[config.mk]
export PLATFORM = sky130hd
export DESIGN_NAME = osd_stm_capture_flat
export DESIGN_NICKNAME = d
export VERILOG_FILES = /design/src/rtl/osd_stm_capture_if.sv /design/src/rtl/osd_stm_capture.sv /design/src/flat_wrapper.sv
export SDC_FILE = /design/constraint.sdc
export NUM_CORES = 1
export LEC_CHECK = 0
export ABC_AREA = 1
export ABC_CLOCK_PERIOD_IN_PS = 11800
export CAP_MARGIN = 10
export CORE_AREA = 2 2 206 208
export DETAILED_ROUTE_END_ITERATION = 10
export DIE_AREA = 0 0 208 210
export PLACE_DENSITY = 0.59
export SYNTH_ARGS = -nofsm -noshare
export SYNTH_HDL_FRONTEND = slang
export SYNTH_SLANG_ARGS = --single-unit
[constraint.sdc]
create_clock -name clk -period 11.8 [get_ports clk]
set_clock_uncertainty 0.1 [all_clocks]
set_input_delay 2.36 -clock clk [delete_from_list [all_inputs] [get_ports clk]]
set_output_delay 2.36 -clock clk [all_outputs]
set_load 0.05 [all_outputs]
[src/rtl/osd_stm_capture_if.sv]
// Trace capture bus: CPU register writes in, buffered trace events out.
// master: CPU/consumer side.  slave: capture block side.
//   wr_valid/wr_addr/wr_data  register write strobe, select and data
//   trace_valid/id/value      head event of the buffer
//   trace_ready               consumer accepts the head event
//   drop_count                events lost to a full buffer
interface osd_stm_capture_if #(
    parameter int XLEN = 64
);
    logic            wr_valid;
    logic [1:0]      wr_addr;
    logic [31:0]     wr_data;
    logic            trace_valid;
    logic [15:0]     trace_id;
    logic [XLEN-1:0] trace_value;
    logic            trace_ready;
    logic [15:0]     drop_count;

    modport master (
        output wr_valid, wr_addr, wr_data, trace_ready,
        input  trace_valid, trace_id, trace_value, drop_count
    );

    modport slave (
        input  wr_valid, wr_addr, wr_data, trace_ready,
        output trace_valid, trace_id, trace_value, drop_count
    );
endinterface

[src/rtl/osd_stm_capture.sv]
// Captures CPU trace-register writes into events and buffers them in a FIFO.
// Ports: clk, rst (async active-high), bus (osd_stm_capture_if.slave).
// Params: XLEN (32|64) value width, FIFO_DEPTH (power of two, >= 2).
// Macro OSD_STM_CAPTURE_DROPCNT_EN enables the saturating drop counter.
module osd_stm_capture #(
    parameter int XLEN       = 64,
    parameter int FIFO_DEPTH = 4
) (
    input  logic               clk,
    input  logic               rst,
    osd_stm_capture_if.slave   bus
);

    localparam int PW = $clog2(FIFO_DEPTH);
    localparam int CW = PW + 1;

    typedef enum logic {
        IDLE,
        LO_PENDING
    } state_t;

    state_t          state_q, state_d;
    logic [15:0]     id_q, id_d;
    logic [31:0]     lo_q, lo_d;
    logic            commit;
    logic [XLEN-1:0] ev_val;

    logic [PW-1:0]   wr_ptr_q, rd_ptr_q;
    logic [CW-1:0]   count_q, count_d;
    logic [15:0]     mem_id  [FIFO_DEPTH];
    logic [XLEN-1:0] mem_val [FIFO_DEPTH];
    logic            empty, full, push, pop;

    // Register decode; lo_q is zero whenever IDLE, so a HI write
    // from IDLE naturally commits with a zero low word.
    always_comb begin
        state_d = state_q;
        id_d    = id_q;
        lo_d    = lo_q;
        commit  = 1'b0;
        ev_val  = '0;
        if (bus.wr_valid) begin
            unique case (bus.wr_addr)
                2'd0: id_d = bus.wr_data[15:0];
                2'd1: begin
                    if (XLEN == 32) begin
                        commit = 1'b1;
                        ev_val = XLEN'(bus.wr_data);
                    end else begin
                        lo_d    = bus.wr_data;
                        state_d = LO_PENDING;
                    end
                end
                2'd2: begin
                    if (XLEN == 64) begin
                        commit  = 1'b1;
                        ev_val  = XLEN'({bus.wr_data, lo_q});
                        lo_d    = '0;
                        state_d = IDLE;
                    end
                end
                default: ;
            endcase
        end
    end

    // A full FIFO still takes a commit when the head leaves this cycle.
    always_comb begin
        empty   = (count_q == '0);
        full    = (count_q == CW'(FIFO_DEPTH));
        pop     = !empty && bus.trace_ready;
        push    = commit && (!full || pop);
        count_d = count_q + CW'(push) - CW'(pop);
    end

    always_ff @(posedge clk or posedge rst) begin
        if (rst) begin
            state_q  <= IDLE;
            id_q     <= '0;
            lo_q     <= '0;
            wr_ptr_q <= '0;
            rd_ptr_q <= '0;
            count_q  <= '0;
        end else begin
            state_q <= state_d;
            id_q    <= id_d;
            lo_q    <= lo_d;
            count_q <= count_d;
            if (push) begin
                wr_ptr_q <= wr_ptr_q + PW'(1);
            end
            if (pop) begin
                rd_ptr_q <= rd_ptr_q + PW'(1);
            end
        end
    end

    // Storage needs no reset: the pointers and occupancy gate visibility.
    always_ff @(posedge clk) begin
        if (push) begin
            mem_id[wr_ptr_q]  <= id_q;
            mem_val[wr_ptr_q] <= ev_val;
        end
    end

    assign bus.trace_valid = !empty;
    assign bus.trace_id    = empty ? '0 : mem_id[rd_ptr_q];
    assign bus.trace_value = empty ? '0 : mem_val[rd_ptr_q];

`ifdef OSD_STM_CAPTURE_DROPCNT_EN
    logic [15:0] drop_q, drop_d;
    logic        drop;

    always_comb begin
        drop   = commit && full && !pop;
        drop_d = drop_q;
        if (drop && (drop_q != 16'hFFFF)) begin
            drop_d = drop_q + 16'd1;
        end
    end

    always_ff @(posedge clk or posedge rst) begin
        if (rst) begin
            drop_q <= '0;
        end else begin
            drop_q <= drop_d;
        end
    end

    assign bus.drop_count = drop_q;
`else
    assign bus.drop_count = '0;
`endif

endmodule

[src/flat_wrapper.sv]
// flat-port wrapper written by rule: the top's interface ports become plain ports
module osd_stm_capture_flat 
#(
    parameter int XLEN       = 64,
    parameter int FIFO_DEPTH = 4
)
  (clk, rst, bus_wr_valid, bus_wr_addr, bus_wr_data, bus_trace_ready, bus_trace_valid, bus_trace_id, bus_trace_value, bus_drop_count);
  osd_stm_capture_if #(.XLEN(XLEN)) bus_i ();
  input  logic clk;
  input  logic rst;
  input wire logic [$bits(bus_i.wr_valid)-1:0] bus_wr_valid;
  input wire logic [$bits(bus_i.wr_addr)-1:0] bus_wr_addr;
  input wire logic [$bits(bus_i.wr_data)-1:0] bus_wr_data;
  input wire logic [$bits(bus_i.trace_ready)-1:0] bus_trace_ready;
  output wire logic [$bits(bus_i.trace_valid)-1:0] bus_trace_valid;
  output wire logic [$bits(bus_i.trace_id)-1:0] bus_trace_id;
  output wire logic [$bits(bus_i.trace_value)-1:0] bus_trace_value;
  output wire logic [$bits(bus_i.drop_count)-1:0] bus_drop_count;
  assign bus_i.wr_valid = bus_wr_valid;
  assign bus_i.wr_addr = bus_wr_addr;
  assign bus_i.wr_data = bus_wr_data;
  assign bus_i.trace_ready = bus_trace_ready;
  assign bus_trace_valid = bus_i.trace_valid;
  assign bus_trace_id = bus_i.trace_id;
  assign bus_trace_value = bus_i.trace_value;
  assign bus_drop_count = bus_i.drop_count;
  osd_stm_capture #(.XLEN(XLEN), .FIFO_DEPTH(FIFO_DEPTH)) u_core (.clk(clk), .rst(rst), .bus(bus_i));
endmodule
==> qor.txt, run 1 <==
DRT
----------------------------------------------------------------------------------------
DR pass1 iterations .......................................................            5
Count of antenna-violating nets left after detailed routing ...............            0
Number of DRC markers after the initial detailed-route iteration ..........          810
Count of vias placed by the detailed router ...............................        10853
Overall routed net length .................................................     39700 um
Avg WL per Cell ...........................................................      17.2 um
Via density per instance ..................................................         4.72
Remaining routing DRC violations ..........................................            0

YOSYS
----------------------------------------------------------------------------------------
Synth Warn # ..............................................................            0
Post-Synthesis Cell Area ..................................................   0.0163 mm2
Xor/xnor share of the synthesized area ....................................      0.00107
Post-Synth Simple-Gate Area ...............................................        0.157
Largest area contributor in the synthesized netlist .......................     edfxtp_1
Post-Syn Instances ........................................................         1637
Post-Syn Area per Cell ....................................................     9.98 um2
Top post-synthesis cells by area .......................................... edfxtp_1, inv_1, dfrtp_1, nand2_1, nand3_1
Share of Yosys cell area claimed by the top area cell type ................        0.588
Total of flip-flops plus latches after synthesis ..........................          375
Post-synthesis compound-gate area fraction ................................       0.0395
Mux contribution to synthesized area ......................................            0
Sequential fraction of the synthesis area .................................        0.672
Post-synth cell types .....................................................           18
Synthesized-area fraction occupied by adder cells .........................      0.00735
Main combinational cell family by area after synthesis .................... simple AND/OR/NAND/NOR gates

CRITICAL PATH
----------------------------------------------------------------------------------------
Critical path class ....................................................... flip-flop to output pin
Element type at the critical path end .....................................   output pin
Type of element launching the critical path ...............................    flip-flop
Critical path required time ...............................................      9.34 ns
Worst EP arrival ..........................................................      4.26 ns
Crit-path max FO ..........................................................           86
Count of buffer and inverter cells on the critical path ...................            3
Critical-path cell list ................................................... inv_4 -> buf_4 -> nand2_1 -> nand3_1 -> a21oi_1 -> clkdlybuf4s50_1
Largest stage delay on the critical path ..................................      1.03 ns
Critical path's top delay family .......................................... buffers and inverters
Slowest stage cell, crit path .............................................      dfrtp_4

LAYOUT
----------------------------------------------------------------------------------------
Antenna cells .............................................................            0
Number of nets in the finished design .....................................         1779
Fraction of layout instances using a drive strength above 1 ...............       0.0449
Final Instance Area .......................................................   0.0191 mm2
P&R area growth vs syn ....................................................        17.2%
Final core occ ............................................................        0.462

POWER
----------------------------------------------------------------------------------------
Total leakage power .......................................................      8.46 nW
Worst IR Drop VDD .........................................................     0.259 mV
Power density cells .......................................................   262 mW/mm2

GRT
----------------------------------------------------------------------------------------
Number of antenna violations at the first check in global routing .........            1
First-pass GRT wire length ................................................     61200 um
Total congestion overflow after global routing ............................            0
Largest net degree at the start of global routing .........................           87
Gr usage total ............................................................        0.182
Via count of the first global-routing pass ................................        10499

PLACE
----------------------------------------------------------------------------------------
RePlAce Congestion ........................................................        0.753
PortBufs ..................................................................          118
Total half-perimeter wirelength after legalization and detailed placement .     23300 um
Placed cell areas .........................................................   0.0179 mm2

CLOCK TREE
----------------------------------------------------------------------------------------
Clock-pin transition on the worst setup and hold timing paths .............      0.06 ns
Post-CTS Resized ..........................................................            0
Clock latency at the later pin of the worst-skew pair .....................      0.53 ns
Post-CTS Hold Fix Bufs ....................................................            0
Deepest clock path buffer count ...........................................            3
Root Buffer Master ........................................................    clkbuf_16
CTS tree ..................................................................          yes
CTS buffer count ..........................................................           39
Total setup buffers inserted after CTS ....................................            0
# clock sinks .............................................................          375
Number of levels the H-tree was split into ................................            2

FLOW RUN
----------------------------------------------------------------------------------------
Number of max-cap violations ..............................................            0

FLOORPLAN
----------------------------------------------------------------------------------------
I/O pins ..................................................................          135
Area of the core ..........................................................   0.0415 mm2
Die area ..................................................................   0.0437 mm2
Initial Util ..............................................................        0.394
Die outline height ........................................................       210 um
Horizontal die dimension ..................................................       208 um
Total number of placement rows ............................................           75

TIMING
----------------------------------------------------------------------------------------
# setup viols final .......................................................            0
Post-route minimum period .................................................      6.72 ns
Setup Total Neg Slack .....................................................         0 ns
Final Hold Vio Count ......................................................            0
Max-slew violation count ..................................................            0
Maximum achievable frequency ..............................................      149 MHz
Worst-case headroom to the max-slew limit .................................        0.326
Least-Margin Pin Slew .....................................................      1.01 ns
Final worst path period share .............................................        0.570
Unrepaired setup endpoints after global routing ...........................        false

STATUS
----------------------------------------------------------------------------------------
Result of the run ......................................................... complete, no violations

WORST HOLD PATH
----------------------------------------------------------------------------------------
Worst min-delay path class ................................................ flip-flop to flip-flop

## path summary, 6_finish.rpt
| kind | slack, ns | endpoint | cells past startpoint | from |
|---|---|---|---|---|
| setup / recovery | 5.08 | bus_trace_value[30] | 6 | u_core.rd_ptr_q[0]$_DFFE_PP0P_ |
| hold reg to reg | 0.42 | u_core.mem_id[2][0]$_DFFE_PP_ | 0 | u_core.id_q[0]$_DFFE_PP0P_ |
| setup reg to reg | 8.75 | u_core.mem_val[2][9]$_DFFE_PP_ | 5 | u_core.count_q[1]$_DFF_PP0_ |
| min in group asynchronous | 2.29 | u_core.count_q[2]$_DFF_PP0_ | 3 | rst |
| hold / removal | 0.42 | u_core.mem_id[2][0]$_DFFE_PP_ | 0 | u_core.id_q[0]$_DFFE_PP0P_ |
| max in group asynchronous | 8.72 | u_core.rd_ptr_q[0]$_DFFE_PP0P_ | 3 | rst |
## report_power, final
part | total [W] | switching (W) | internal (W)
Clock | 0.00117 | 0.000485 | 0.000682
Combinational | 0.00221 | 0.00158 | 0.000630
Sequential | 0.00164 | 0.000104 | 0.00154
## Yosys cell counts (all sizes together)
cell type / instances
dfrtp: 55
nand2: 353
nand3: 195
o21ai: 49
edfxtp: 320
buf: 52
nor2: 69
xnor2: 2
fa: 1
ha: 8
conb: 1
a21oi: 80
clkbuf: 43
inv: 409
## routing by layer
metal | GRT usage | wire [um] | vias up
met4 | 0.0638 | 1220 | 2
met2 | 0.305 | 18800 | 275
met5 | 0 | 12 | -
met1 | 0.243 | 17600 | 5225
met3 | 0.0274 | 2010 | 70
li1 | - | - | 5281
## layout make-up
| class | instances | area [um2] |
|---|---|---|
| Clock buffer | 56 | 1080 |
| Sequential cell | 375 | 11000 |
| Timing Repair Buffer | 134 | 1300 |
| Clock inverter | 14 | 124 |
| Multi-Input combinational cell | 773 | 3440 |
| Inverter | 409 | 1540 |
| Fill cell | 3820 | 22300 |
| Tap cell | 539 | 674 |
## cell families (layout without fill, tap and decap cells)
kind of cell | count (synthesis) | in the layout
other | 1 | 16
adder cells (fa/ha/maj) | 9 | 9
AO/OA/AOI/OAI | 129 | 129
XOR/XNOR | 2 | 2
AND/OR/NAND/NOR | 617 | 617
flip-flops | 375 | 375
buffers and inverters | 504 | 613
## cell usage in the layout (no fill, tap or decap), types with 5 or more instances in the layout
cell type / instances
nand3_1: 195
nor2_1: 65
clkbuf_1: 15
clkbuf_16: 41
inv_1: 404
ha_1: 8
nand2_1: 352
clkinv_2: 5
edfxtp_1: 320
buf_4: 16
a21oi_1: 80
conb_1: 16
dfrtp_1: 53
o21ai_0: 49
clkdlybuf4s50_1: 118
## worst reg2reg max path, stage by stage (launching register included)
cell     delay, ns
dfrtp_1       0.42
nor2_1        0.08
nand3_1       0.13
nand2_1       0.29
nor2_4        0.81
buf_4         0.83
## flip-flops by register name, indices dropped and copies added (netlist names)
name	flops
u_core.mem_id	64
u_core.count_q	3
u_core.id_q	16
u_core.mem_val	256
u_core.wr_ptr_q	2
u_core.lo_q	32
u_core.rd_ptr_q	2
## stage by stage
stage               hold WS [ns]  total power (W)  std cells  setup slack [ns]
floorplan                  0.376          0.00314       1652              4.98
global placement           0.392          0.00389       2230              5.65
finish                     0.418          0.00502       2300              5.08
detailed placement         0.404          0.00390       2230              5.65
global route               0.437          0.00526       2300              4.81
CTS                        0.421          0.00507       2300              5.05
No activity file was read; power rests on OpenSTA's default activity.
==> run 2, diff against run 1 <==
--- a/config.mk
+++ b/config.mk
@@ -6,7 +6,7 @@
 export NUM_CORES = 1
 export LEC_CHECK = 0
 export ABC_AREA = 1
-export ABC_CLOCK_PERIOD_IN_PS = 11800
+export ABC_CLOCK_PERIOD_IN_PS = 6550
 export CAP_MARGIN = 10
 export CORE_AREA = 2 2 206 208
 export DETAILED_ROUTE_END_ITERATION = 10
==> constraint.sdc (replaced) <==
create_clock -name clk -period 6.55 [get_ports clk]
set_clock_uncertainty 0.1 [all_clocks]
set_input_delay 1.31 -clock clk [delete_from_list [all_inputs] [get_ports clk]]
set_output_delay 1.31 -clock clk [all_outputs]
set_load 0.05 [all_outputs]
==> run 2 against run 1 <==
Power is 84% higher; cell count unchanged; die area unchanged; via count grew 0.53%; worst hold slack improved by 0.0034 ns; design area up 0.50%; largest power group unchanged.
==> qor.txt, run 2 (synthesis gave the netlist of run 1 again) <==
STATUS
----------------------------------------------------------------------------------------
Result of the run ......................................................... complete, no violations   unchanged

FLOORPLAN
----------------------------------------------------------------------------------------
Area of the core ..........................................................   0.0415 mm2   unchanged
Die outline height ........................................................       210 um   unchanged
I/O pins ..................................................................          135   unchanged
Initial Util ..............................................................        0.394   unchanged
Die area ..................................................................   0.0437 mm2   unchanged
Horizontal die dimension ..................................................       208 um   unchanged
Total number of placement rows ............................................           75   unchanged

WORST HOLD PATH
----------------------------------------------------------------------------------------
Hold path startpoint ...................................................... u_core.id_q[8]$_DFFE_PP0P_   was u_core.id_q[0]$_DFFE_PP0P_
Worst min-delay path class ................................................ flip-flop to flip-flop   unchanged

CLOCK TREE
----------------------------------------------------------------------------------------
Post-CTS Resized ..........................................................            0   unchanged
# clock sinks .............................................................          375   unchanged
Number of levels the H-tree was split into ................................            2   unchanged
Total setup buffers inserted after CTS ....................................            0   unchanged
Clock latency at the later pin of the worst-skew pair .....................      0.54 ns   was 0.53 ns
Post-CTS Hold Fix Bufs ....................................................            0   unchanged
CTS tree ..................................................................          yes   unchanged
CTS buffer count ..........................................................           40   was 39
Deepest clock path buffer count ...........................................            3   unchanged
Root Buffer Master ........................................................    clkbuf_16   unchanged
Clock-pin transition on the worst setup and hold timing paths .............      0.06 ns   about the same

CRITICAL PATH
----------------------------------------------------------------------------------------
Critical path class ....................................................... flip-flop to output pin   unchanged
Largest stage delay on the critical path ..................................      0.96 ns   was 1.03 ns
Crit path launch .......................................................... u_core.rd_ptr_q[0]$_DFFE_PP0P_   unchanged
Element type at the critical path end .....................................   output pin   unchanged
Worst EP arrival ..........................................................      3.94 ns   was 4.26 ns
Type of element launching the critical path ...............................    flip-flop   unchanged
Critical-path cell list ................................................... inv_4 -> buf_4 -> nand2_1 -> nand3_1 -> a21oi_1 -> clkdlybuf4s50_1   unchanged
Slowest stage cell, crit path .............................................      dfrtp_4   unchanged
Critical path required time ...............................................      5.14 ns   was 9.34 ns
Crit-path max FO ..........................................................           83   was 86
R2R Path Start ............................................................ u_core.count_q[1]$_DFF_PP0_   unchanged

LAYOUT
----------------------------------------------------------------------------------------
Antenna cells .............................................................            0   unchanged
Most frequent standard cell in the layout excluding fill and tap cells ....        inv_1   unchanged
Number of fill cells ......................................................         3857   was 3820
Largest register FFs ......................................................          256   unchanged
Number of nets in the finished design .....................................         1779   unchanged
Registers with the highest flip-flop counts ............................... u_core.mem_val x256, u_core.mem_id x64, u_core.lo_q x32   unchanged
P&R area growth vs syn ....................................................        17.8%   was 17.2%
Most flops, register ...................................................... u_core.mem_val   unchanged
Fraction of layout instances using a drive strength above 1 ...............       0.0477   was 0.0449
Highest-count cells in the layout ignoring fill and taps .................. inv_1, nand2_1, edfxtp_1   unchanged

PLACE
----------------------------------------------------------------------------------------
RePlAce Congestion ........................................................        0.748   was 0.753
PortBufs ..................................................................          118   unchanged
Total half-perimeter wirelength after legalization and detailed placement .     23900 um   was 23300 um

TIMING
----------------------------------------------------------------------------------------
Setup Total Neg Slack .....................................................         0 ns   unchanged
Least-Margin Pin Slew .....................................................      1.14 ns   was 1.01 ns
Final Hold Vio Count ......................................................            0   unchanged
Post-route minimum period .................................................      5.35 ns
Final worst path period share .............................................        0.816
# setup viols final .......................................................            0   unchanged
Worst-case headroom to the max-slew limit .................................        0.242   was 0.326
Unrepaired setup endpoints after global routing ...........................        false   unchanged
Maximum achievable frequency ..............................................      187 MHz
Max-slew violation count ..................................................            0   unchanged

GRT
----------------------------------------------------------------------------------------
First-pass GRT wire length ................................................     62500 um   was 61200 um
Number of antenna violations at the first check in global routing .........            2   was 1
Gr usage total ............................................................        0.187   was 0.182
Largest net degree at the start of global routing .........................           99   was 87
Total congestion overflow after global routing ............................            0   unchanged
Via count of the first global-routing pass ................................        10570   was 10499

POWER
----------------------------------------------------------------------------------------
Total power after layout ..................................................    0.00924 W   was 0.00502 W
Total leakage power .......................................................      8.51 nW   was 8.46 nW
Worst IR Drop VDD .........................................................     0.387 mV   was 0.259 mV
Power density cells .......................................................   480 mW/mm2   was 262 mW/mm2

DRT
----------------------------------------------------------------------------------------
Count of antenna-violating nets left after detailed routing ...............            0   unchanged
Count of vias placed by the detailed router ...............................        10911   was 10853
Overall routed net length .................................................     40900 um   was 39700 um
DR pass1 iterations .......................................................            5   unchanged
Avg WL per Cell ...........................................................      17.8 um   was 17.2 um
Via density per instance ..................................................         4.74   was 4.72
Number of DRC markers after the initial detailed-route iteration ..........          781   was 810
Remaining routing DRC violations ..........................................            0   unchanged

FLOW RUN
----------------------------------------------------------------------------------------
Number of max-cap violations ..............................................            0   unchanged

## run 2: worst paths after layout
check / to / slack [ns] / depth (start not counted)
min: u_core.mem_id[2][8]$_DFFE_PP_ / 0.42 / 0
max: bus_trace_value[29] / 1.20 / 6
max reg2reg: u_core.mem_val[2][43]$_DFFE_PP_ / 3.50 / 5
max in group asynchronous: u_core.rd_ptr_q[0]$_DFFE_PP0P_ / 4.50 / 3
min reg2reg: u_core.mem_id[2][8]$_DFFE_PP_ / 0.42 / 0
min in group asynchronous: u_core.lo_q[3]$_DFFE_PP0P_ / 1.23 / 3
## run 2: layout make-up
| class | instances | area [um2] | share of cell area |
|---|---|---|---|
| clock buffer | 57 | 1140 | 0.0590 |
| clock inverter | 14 | 173 | 0.00897 |
| inverter | 409 | 1540 | 0.0799 |
| multi-input combinational | 773 | 3440 | 0.179 |
| sequential | 375 | 11000 | 0.571 |
| tap | 539 | 674 | 0.0350 |
| timing repair buffer | 133 | 1290 | 0.0672 |
## run 2: layer usage
| layer | track usage | wire (um) | vias up |
|---|---|---|---|
| li1 | - | - | 5283 |
| met1 | 0.254 | 18200 | 5249 |
| met2 | 0.311 | 19600 | 325 |
| met3 | 0.0346 | 2330 | 54 |
| met4 | 0.0504 | 830 | 0 |
| met5 | 0 | 0 | - |
## run 2: critical path, delay by kind of cell, from the launching register on
| kind | cells | cell delay (ns) |
|---|---|---|
| simple gates | 2 | 0.17 |
| compound gates | 1 | 0.33 |
| flops | 1 | 0.96 |
| buf+inv | 3 | 1.87 |
## run 2: through the flow
| step | setup slack [ns] | utilization | instance area, um2 | hold WS [ns] | std cells |
|---|---|---|---|---|---|
| floorplan | 0.780 | - | 16400 | 0.376 | 1652 |
| global placement | 1.83 | 0.432 | 17900 | 0.396 | 2229 |
| detailed placement | 1.78 | 0.432 | 17900 | 0.406 | 2229 |
| CTS | 1.18 | 0.464 | 19200 | 0.421 | 2300 |
| global route | 1.01 | 0.464 | 19200 | 0.439 | 2300 |
| finish | 1.20 | 0.464 | 19200 | 0.421 | 2300 |
## run 2: power breakdown
part,total [W],internal (W),leakage [nW],switching (W)
Clock,0.00226,0.00136,0.640,0.000895
Combinational,0.00405,0.00114,4.22,0.00291
Sequential,0.00293,0.00277,3.65,0.000155
Total,0.00924,0.00528,8.51,0.00396
==> run 3, diff against run 2 <==
--- a/config.mk
+++ b/config.mk
@@ -6,12 +6,12 @@
 export NUM_CORES = 1
 export LEC_CHECK = 0
 export ABC_AREA = 1
-export ABC_CLOCK_PERIOD_IN_PS = 6550
+export ABC_CLOCK_PERIOD_IN_PS = 4600
 export CAP_MARGIN = 10
 export CORE_AREA = 2 2 206 208
 export DETAILED_ROUTE_END_ITERATION = 10
 export DIE_AREA = 0 0 208 210
-export PLACE_DENSITY = 0.59
+export PLACE_DENSITY = 0.61
 export SYNTH_ARGS = -nofsm -noshare
 export SYNTH_HDL_FRONTEND = slang
 export SYNTH_SLANG_ARGS = --single-unit
==> constraint.sdc (replaced) <==
create_clock -name clk -period 4.6 [get_ports clk]
set_clock_uncertainty 0.1 [all_clocks]
set_input_delay 0.92 -clock clk [delete_from_list [all_inputs] [get_ports clk]]
set_output_delay 0.92 -clock clk [all_outputs]
set_load 0.05 [all_outputs]
==> run 3 against run 2 <==
Register-to-register slack worse by 1.4 ns; count of clock-buffer cells in the layout up 3; setup slack got worse by 0.76 ns; largest cell class unchanged.
==> qor.txt, run 3 (synthesis gave the netlist of run 1 again) <==
GRT
----------------------------------------------------------------------------------------
Met1 global-route usage ...................................................        0.253   was 0.254
Gr usage total ............................................................        0.187   about the same
Via count of the first global-routing pass ................................        10661   was 10570
First-pass GRT wire length ................................................     62900 um   was 62500 um
Met2 layer usage reported by global route .................................        0.312   was 0.311
Met3 Track Usage GR .......................................................       0.0280   was 0.0346
Total congestion overflow after global routing ............................            0   unchanged
Number of antenna violations at the first check in global routing .........            0   was 2
Largest net degree at the start of global routing .........................           83   was 99
Busiest layer in global routing ...........................................         met2   unchanged

DRT
----------------------------------------------------------------------------------------
Remaining routing DRC violations ..........................................            0   unchanged
Count of antenna-violating nets left after detailed routing ...............            0   unchanged
Avg WL per Cell ...........................................................      17.6 um   was 17.8 um
Overall routed net length .................................................     40500 um   was 40900 um
Via density per instance ..................................................         4.77   was 4.74
Number of DRC markers after the initial detailed-route iteration ..........          913   was 781
Count of vias placed by the detailed router ...............................        11011   was 10911
DR pass1 iterations .......................................................            6   was 5

STATUS
----------------------------------------------------------------------------------------
Result of the run ......................................................... complete, no violations   unchanged

POWER
----------------------------------------------------------------------------------------
P_sw ......................................................................    0.00566 W   was 0.00396 W
Fraction of power spent switching nets ....................................        0.431   was 0.428
Part of the power in combinational logic ..................................        0.452   was 0.438
Power density cells .......................................................   680 mW/mm2   was 480 mW/mm2
Total leakage power .......................................................      8.67 nW   was 8.51 nW
Total power after layout ..................................................     0.0131 W   was 0.00924 W
Clock power frac ..........................................................        0.236   was 0.244
Flop pwr share ............................................................        0.312   was 0.317
Cell-internal power .......................................................    0.00748 W   was 0.00528 W
Worst IR Drop VDD .........................................................     0.710 mV   was 0.387 mV

LAYOUT
----------------------------------------------------------------------------------------
Fraction of layout instances using a drive strength above 1 ...............       0.0904   was 0.0477
Registers with the highest flip-flop counts ............................... u_core.mem_val x256, u_core.mem_id x64, u_core.lo_q x32   unchanged
Final Instance Area .......................................................   0.0193 mm2   was 0.0192 mm2
Most frequent standard cell in the layout excluding fill and tap cells ....        inv_1   unchanged
Number of nets in the finished design .....................................         1787   was 1779
Antenna cells .............................................................            0   unchanged
P&R area growth vs syn ....................................................        18.2%   was 17.8%
Highest-count cells in the layout ignoring fill and taps .................. inv_1, nand2_1, edfxtp_1   unchanged
Largest register FFs ......................................................          256   unchanged
Most flops, register ...................................................... u_core.mem_val   unchanged
Number of cells in the finished layout apart from fillers .................         2308   was 2300

TIMING
----------------------------------------------------------------------------------------
Max-slew violation count ..................................................            0   unchanged
Post-route minimum period .................................................      4.16 ns
Final worst path period share .............................................        0.904
Worst-case headroom to the max-slew limit .................................        0.386   was 0.242
Maximum achievable frequency ..............................................      240 MHz
Unrepaired setup endpoints after global routing ...........................        false   unchanged
Setup Total Neg Slack .....................................................         0 ns   unchanged
Final Hold Vio Count ......................................................            0   unchanged
Least-Margin Pin Slew .....................................................     0.918 ns   was 1.14 ns
# setup viols final .......................................................            0   unchanged

CRITICAL PATH
----------------------------------------------------------------------------------------
Crit path launch .......................................................... u_core.rd_ptr_q[0]$_DFFE_PP0P_   unchanged
Type of element launching the critical path ...............................    flip-flop   unchanged
R2R Setup Slk .............................................................      2.09 ns   was 3.50 ns
Critical path required time ...............................................      3.58 ns   was 5.14 ns
Reg-to-reg endpoint ....................................................... u_core.rd_ptr_q[0]$_DFFE_PP0P_   was u_core.mem_val[2][43]$_DFFE_PP_
R2R Path Start ............................................................ u_core.rd_ptr_q[0]$_DFFE_PP0P_   was u_core.count_q[1]$_DFF_PP0_
Crit-path max FO ..........................................................           76   was 83
Element type at the critical path end .....................................   output pin   unchanged
Critical path class ....................................................... flip-flop to output pin   unchanged
Worst EP arrival ..........................................................      3.14 ns   was 3.94 ns
R2r worst-path depth ......................................................            4   was 5

FLOW RUN
----------------------------------------------------------------------------------------
Number of max-cap violations ..............................................            0   unchanged

WORST HOLD PATH
----------------------------------------------------------------------------------------
Worst min-delay path class ................................................ flip-flop to flip-flop   unchanged
Hold Path Cell Cnt ........................................................            0   unchanged
Terminating pin of the worst hold path .................................... u_core.mem_id[0][15]$_DFFE_PP_   was u_core.mem_id[2][8]$_DFFE_PP_
Hold path startpoint ...................................................... u_core.id_q[15]$_DFFE_PP0P_   was u_core.id_q[8]$_DFFE_PP0P_

PLACE
----------------------------------------------------------------------------------------
Total half-perimeter wirelength after legalization and detailed placement .     24700 um   was 23900 um
Placed cells ..............................................................         2238   was 2229
Placed cell areas .........................................................   0.0180 mm2   was 0.0179 mm2
RePlAce Congestion ........................................................        0.777   was 0.748
PortBufs ..................................................................          118   unchanged

CLOCK TREE
----------------------------------------------------------------------------------------
# clock sinks .............................................................          375   unchanged
CTS buffer count ..........................................................           39   was 40
Number of levels the H-tree was split into ................................            2   unchanged
Root Buffer Master ........................................................    clkbuf_16   unchanged
Total setup buffers inserted after CTS ....................................            0   unchanged
Clock-pin transition on the worst setup and hold timing paths .............      0.06 ns   about the same
Post-CTS Resized ..........................................................            0   unchanged
Clock latency at the later pin of the worst-skew pair .....................      0.53 ns   was 0.54 ns
CTS tree ..................................................................          yes   unchanged
Post-CTS Hold Fix Bufs ....................................................            0   unchanged
Deepest clock path buffer count ...........................................            3   unchanged

FLOORPLAN
----------------------------------------------------------------------------------------
Total number of placement rows ............................................           75   unchanged
Area of the core ..........................................................   0.0415 mm2   unchanged
Horizontal die dimension ..................................................       208 um   unchanged
Initial Util ..............................................................        0.394   unchanged
Die area ..................................................................   0.0437 mm2   unchanged
Die outline height ........................................................       210 um   unchanged
I/O pins ..................................................................          135   unchanged

run 3: final cells by class:
cell class                      instances  area [um2]
Clock inverter                         10         104
Inverter                              409        1540
Clock buffer                           60        1170
Tap cell                              539         674
Sequential cell                       375       11000
Multi-Input combinational cell        773        3440
Timing Repair Buffer                  142        1410
Fill cell                            3816       22200
run 3: worst max-delay path by stage:
stage	to	depth (start not counted)
3_5_place_dp	bus_trace_value[41]	6
4_1_cts	bus_trace_value[41]	6
2_1_floorplan	u_core.mem_id[0][0]$_DFFE_PP_	6
3_3_place_gp	bus_trace_value[57]	6
5_1_grt	bus_trace_id[9]	6
6_report	bus_trace_value[38]	6
run 3: stage by stage:
stage          worst slack (ns)  hold slack, ns  utilization
2_1_floorplan            -0.780           0.376            -
3_3_place_gp               1.05           0.406        0.435
3_5_place_dp              0.972           0.408        0.435
4_1_cts                   0.399           0.424        0.466
5_1_grt                   0.212           0.447        0.466
6_report                  0.442           0.430        0.466
run 3: power by group through the flow:
stage               Combinational, W  Clock, W  Sequential [W]
floorplan                    0.00396         0         0.00410
global placement             0.00599         0         0.00415
detailed placement           0.00602         0         0.00416
CTS                          0.00604   0.00317         0.00409
global route                 0.00636   0.00331         0.00412
finish                       0.00594   0.00310         0.00409
run 3: worst max-delay path: stages (launching register included):
cell and delay [ns]:
dfrtp_4 0.63, inv_4 0.53, buf_4 0.78, nand2_1 0.14, nand3_1 0.13, a21oi_1 0.10, buf_4 0.22
run 3: metal layers:
metal / wire length [um] / vias to the layer above
met1: 17600 / 5296
met4: 1080 / 0
met3: 2230 / 63
li1: - / 5301
met5: 0 / -
met2: 19700 / 351
